==> config.mk <==
export PLATFORM = sky130hd
export DESIGN_NAME = cpu_mem
export DESIGN_NICKNAME = d
export VERILOG_FILES = /design/src/rtl/cpu_mem.sv
export SDC_FILE = /design/constraint.sdc
export NUM_CORES = 2
export LEC_CHECK = 0
export CORE_UTILIZATION = 35
export CTS_CLUSTER_SIZE = 28
export DETAILED_ROUTE_END_ITERATION = 10
export PLACE_DENSITY_LB_ADDON = 0.2
export SETUP_SLACK_MARGIN = 0.5
export SYNTH_ARGS = -nofsm -noshare
export SYNTH_HDL_FRONTEND = slang
export SYNTH_SLANG_ARGS = --single-unit
==> constraint.sdc <==
create_clock -name clock -period 14.5 [get_ports clock]
set_input_delay 3.625 -clock clock [delete_from_list [all_inputs] [get_ports clock]]
set_output_delay 3.625 -clock clock [all_outputs]
set_load 0.03 [all_outputs]
==> src/rtl/cpu_mem.sv <==
// cpu_mem: unified 16-bit program/data RAM with combinational reads and a byte-stream program
// loader that holds the core. Define CPU_MEM_MMIO_EN to add the FF00/FF02 MMIO output FIFO.
module cpu_mem #(
    parameter int ADDR_BITS  = 8,
    parameter int FIFO_DEPTH = 4
) (
    input  logic        clock,
    input  logic        reset,
    input  logic [15:0] addr,
    input  logic [15:0] wr_data,
    input  logic        write_enable,
    output logic [15:0] rd_data,
    output logic        cpu_hold,
    input  logic        ld_start,
    input  logic        ld_valid,
    output logic        ld_ready,
    input  logic [7:0]  ld_byte,
    input  logic        ld_last,
    output logic        out_valid,
    input  logic        out_ready,
    output logic [15:0] out_data
);
    localparam int WORDS = 1 << ADDR_BITS;

    localparam logic [1:0] ST_IDLE    = 2'd0;
    localparam logic [1:0] ST_LOAD_LO = 2'd1;
    localparam logic [1:0] ST_LOAD_HI = 2'd2;
    localparam logic [1:0] ST_RELEASE = 2'd3;

    logic [15:0]          mem [WORDS];
    logic [1:0]           state_q, state_d;
    logic [ADDR_BITS-1:0] ptr_q, ptr_d;
    logic [7:0]           low_q, low_d;
    logic                 ld_accept;
    logic                 ld_wr;
    logic [15:0]          ld_wr_data;
    logic [ADDR_BITS-1:0] cpu_idx;
    logic                 ram_sel;
    logic                 cpu_wr;
    logic [15:0]          ram_rd;

    assign cpu_idx   = addr[ADDR_BITS:1];
    assign ld_ready  = (state_q == ST_LOAD_LO) || (state_q == ST_LOAD_HI);
    assign cpu_hold  = (state_q != ST_IDLE);
    assign ld_accept = ld_valid && ld_ready;

    always_comb begin
        state_d    = state_q;
        ptr_d      = ptr_q;
        low_d      = low_q;
        ld_wr      = 1'b0;
        ld_wr_data = {8'h00, ld_byte};
        case (state_q)
            ST_IDLE: begin
                if (ld_start) begin
                    state_d = ST_LOAD_LO;
                    ptr_d   = '0;
                end
            end
            ST_LOAD_LO: begin
                if (ld_accept) begin
                    if (ld_last) begin
                        ld_wr   = 1'b1;
                        state_d = ST_RELEASE;
                    end else begin
                        low_d   = ld_byte;
                        state_d = ST_LOAD_HI;
                    end
                end
            end
            ST_LOAD_HI: begin
                if (ld_accept) begin
                    ld_wr      = 1'b1;
                    ld_wr_data = {ld_byte, low_q};
                    ptr_d      = ptr_q + ADDR_BITS'(1);
                    state_d    = ld_last ? ST_RELEASE : ST_LOAD_LO;
                end
            end
            ST_RELEASE: state_d = ST_IDLE;
            default:    state_d = ST_IDLE;
        endcase
    end

    always_ff @(posedge clock or negedge reset) begin
        if (!reset) begin
            state_q <= ST_IDLE;
            ptr_q   <= '0;
            low_q   <= '0;
        end else begin
            state_q <= state_d;
            ptr_q   <= ptr_d;
            low_q   <= low_d;
        end
    end

    // The loader owns the write port while the core is held, so core stores are dropped then.
    assign cpu_wr = write_enable && !cpu_hold && ram_sel;

    always_ff @(posedge clock) begin
        if (ld_wr) begin
            mem[ptr_q] <= ld_wr_data;
        end else if (cpu_wr) begin
            mem[cpu_idx] <= wr_data;
        end
    end

    assign ram_rd = mem[cpu_idx];

`ifdef CPU_MEM_MMIO_EN
    localparam int         PW      = (FIFO_DEPTH > 1) ? $clog2(FIFO_DEPTH) : 1;
    localparam logic [4:0] DEPTH_C = 5'(FIFO_DEPTH);

    logic [15:0]   fifo_mem [FIFO_DEPTH];
    logic [PW-1:0] wr_ptr_q, rd_ptr_q;
    logic [4:0]    count_q;
    logic          ovf_q;
    logic          is_data, is_stat, full, flush;
    logic          push_req, push, pop, core_st;

    assign is_data  = (addr == 16'hFF00);
    assign is_stat  = (addr == 16'hFF02);
    assign ram_sel  = !(is_data || is_stat);
    assign full     = (count_q == DEPTH_C);
    assign flush    = (state_q == ST_IDLE) && ld_start;
    assign core_st  = write_enable && !cpu_hold;
    assign push_req = core_st && is_data;
    assign push     = push_req && !full && !flush;
    assign pop      = out_valid && out_ready;

    always_ff @(posedge clock or negedge reset) begin
        if (!reset) begin
            wr_ptr_q <= '0;
            rd_ptr_q <= '0;
            count_q  <= '0;
            ovf_q    <= 1'b0;
        end else if (flush) begin
            wr_ptr_q <= '0;
            rd_ptr_q <= '0;
            count_q  <= '0;
            ovf_q    <= 1'b0;
        end else begin
            if (push) wr_ptr_q <= wr_ptr_q + PW'(1);
            if (pop)  rd_ptr_q <= rd_ptr_q + PW'(1);
            case ({push, pop})
                2'b10:   count_q <= count_q + 5'd1;
                2'b01:   count_q <= count_q - 5'd1;
                default: count_q <= count_q;
            endcase
            if (push_req && full) begin
                ovf_q <= 1'b1;
            end else if (core_st && is_stat) begin
                ovf_q <= 1'b0;
            end
        end
    end

    always_ff @(posedge clock) begin
        if (push) fifo_mem[wr_ptr_q] <= wr_data;
    end

    assign out_valid = (count_q != 5'd0);
    assign out_data  = out_valid ? fifo_mem[rd_ptr_q] : 16'h0000;

    always_comb begin
        rd_data = ram_rd;
        if (is_data) begin
            rd_data = 16'h0000;
        end else if (is_stat) begin
            rd_data = {ovf_q, full, 9'b0, count_q};
        end
    end
`else
    logic unused_inputs;

    assign unused_inputs = ^{addr, out_ready};
    assign ram_sel       = 1'b1;
    assign out_valid     = 1'b0;
    assign out_data      = 16'h0000;
    assign rd_data       = ram_rd;
`endif

endmodule

==> run metrics <==
status finished with violations; failing checks slew limit; DR WL/cell 33.5 microns; Tmin final 13270 ps; Clk Tree Root Cell clkbuf_16; RD Place Congestion 0.860; critical path type in -> out; proportion of layout cells with a drive suffix above 1 23.3%; clk sinks 4114; largest net degree at the start of global routing 184; sequential area share after synthesis 77.1%; global-route wire length before repair 667 mm; area of the multi-input gates 34600 sq um; arrival time at the worst endpoint 9640 ps; via count 81500; Min-Delay Path Depth 1; initial antenna violation count 28; Critical Path Stages 12; Site Rows 248; total count of hold-check failures in the final report 0; Top FF cell, synth edfxtp_1; die area 460000 sq um; RSZ-0062 raised after global routing no; crit path launch type input pin; post-CTS sizing 0; Util after Layout 40.1%; Comb power frac 10.2%; mapped cell area 160000 sq um; Max Clock Freq 0.0754 GHz; WP data required 10880 ps; synthesis-to-finish area growth 14.2%; Final ANT Viol Nets 0; number of synthesized flops with an enable pin 4096; worst-path fanout max 9; Avg Inst Size Synth 20.8 sq um; DRC viols 0; # fillers 40200; delay-heaviest family, CP buffers and inverters; Syn Inst Count 7716; flops & latches, synth 4114; Initial Util 35.1%; Final Max Tran Viols 69; routed vias/inst 5.62; Iteration-0 DRC Markers 9066; DIE HEIGHT 678 microns; clock share of power 38.3%; fin crit share 91.5%; worst-path cell chain clkdlybuf4s50_1 -> buf_4 -> nor2b_1 -> buf_4 -> nand2_1 -> a21o_1 -> a21oi_1 -> nor3_1 -> nand4_1 -> a2111oi_1 -> buf_4 -> clkdlybuf4s50_1; Top Ports 82; Final HPWL DP 296 mm; Tot GR Track Use 20.6%; PD cells 151 nW/um^2; postcts setup bufs 0; count of final setup violators 0; CP max stage delay 1030 ps; sw power 6890 uW; commonest non-fill, non-tap cell in the layout edfxtp_1; final WL 486 mm; CTS buffer count 421; vias in the first global route 80700; Synth Warn # 0; clk_lat worst skew 1010 ps; total gr overflow 0; Critical-path top delay cell clkdlybuf4s50_1; Sw Share 25.0%; Lkg Pwr 0.0579 uW; CTS tree built; Max clock buf depth 4; worst r2r src state_q[0]$_DFFE_PN0P_; relative max-transition margin -9.64%; Clock transition at path regs 60 ps; Sum Neg Setup Slack 0 ps; H-tree levels 5; Crit path buffers/inverters 5; sequential share of power 51.5%; Worst Tran Pin Value 1640 ps; FF+latch area 123000 sq um; port buffer count 55; worst hold path type reg -> reg; FF-to-FF path depth 9; # nets final 8185; critical path's most frequent cell buf_4; TritonRoute pass-1 iters 6; die width 678 microns; crit path from addr[7]; CP Capture Type primary output; max_cap viols 0; share of flip-flops with an asynchronous set or reset 0.438%; Post-CTS Hold Fix Bufs 0; Pint 20700 uW; most frequent cells in the layout 4096 x edfxtp_1, 740 x mux4_2, 630 x mux2i_1, 425 x clkbuf_16, 362 x buf_4; worst hold path startpoint low_q[5]$_DFFE_PN0P_; worst vdd ir 0.124 mV; Synth cell types 73; core area 456000 sq um; Worst Skew 67.8 ps
-- power by group through the flow --
stage | logic (uW) | clock network (uW) | registers, uW
after CTS | 2840 | 10700 | 14200
after floorplan | 1350 | 0 | 14900
after global routing | 2930 | 11200 | 14200
after detailed placement | 2840 | 0 | 14400
final | 2810 | 10600 | 14200
after global placement | 2730 | 0 | 14400
-- kinds of logic after synthesis --
logic type,Yosys count,synth area share [%]
compound gates,820,3.59
other cells,1,0.00234
fa+ha+maj,5,0.0391
flops,4114,77.1
simple gates,866,2.48
buf+inv,481,1.94
xor+xnor,6,0.0328
mux,1423,14.8
-- layout make-up --
type,instances,share of cell area (%)
sequential,4114,67.5
multi-input combinational,3137,18.9
clock buffer,514,6.00
tap,6000,4.11
timing repair buffer,450,2.18
clock inverter,257,1.25
antenna,18,0.0246
inverter,9,0.0226
-- stage by stage --
stage	hold WS, ps	setup slack (ps)	total power [uW]	instance area, sq um	cells
2_1_floorplan	479	722	16200	160000	7732
3_3_place_gp	489	1430	17200	170000	13700
3_5_place_dp	492	1420	17300	170000	13700
4_1_cts	507	1410	27700	183000	14500
5_1_grt	531	1480	28300	183000	14500
6_report	509	1230	27600	183000	14500
-- synthesized netlist by cell type (23+ instances only) --
cell type  instances  area [sq um]
nor2_1           407          1530
a21oi_1          129           646
buf_6             75           845
mux4_2           740         16700
a2111oi_0         23           201
mux2i_1          630          6310
o22ai_1          106           663
edfxtp_1        4096        123000
a211oi_1          44           330
clkbuf_1         189           709
o21ai_0          105           526
buf_4             66           495
buf_8             32           480
nand4_1           40           250
buf_1             44           165
nand2_1          146           548
mux2_2            40           450
a22oi_1          120           901
nor4_1            29           181
buf_2             63           315
a22o_1            41           359
nor3_1            71           355
o221ai_1         143          1250
a31oi_1           24           150
nand3_1           79           395
-- flip-flops by register name, indices dropped and copies added, names as in the netlist --
signal   flops
state_q      2
mem       4096
ptr_q        8
low_q        8
-- routing by layer --
layer	track usage, %	wire [microns]	vias up
met5	0	0	-
li1	-	-	33200
met1	29.2	207000	44500
met3	3.18	32900	668
met4	6.52	17000	0
met2	32.8	228000	3166
-- final timing paths --
check	endpoint	slack (ps)
worst max-delay path	rd_data[15]	1230
worst min-delay path	low_q[5]$_DFFE_PN0P_	510
worst max register to register	mem[249][6]$_DFFE_PP_	8980
worst min register to register	low_q[5]$_DFFE_PN0P_	510
max in group asynchronous	ptr_q[5]$_DFFE_PN0P_	10610
min in group asynchronous	state_q[0]$_DFFE_PN0P_	3200
(Power assumes the default switching activity.)
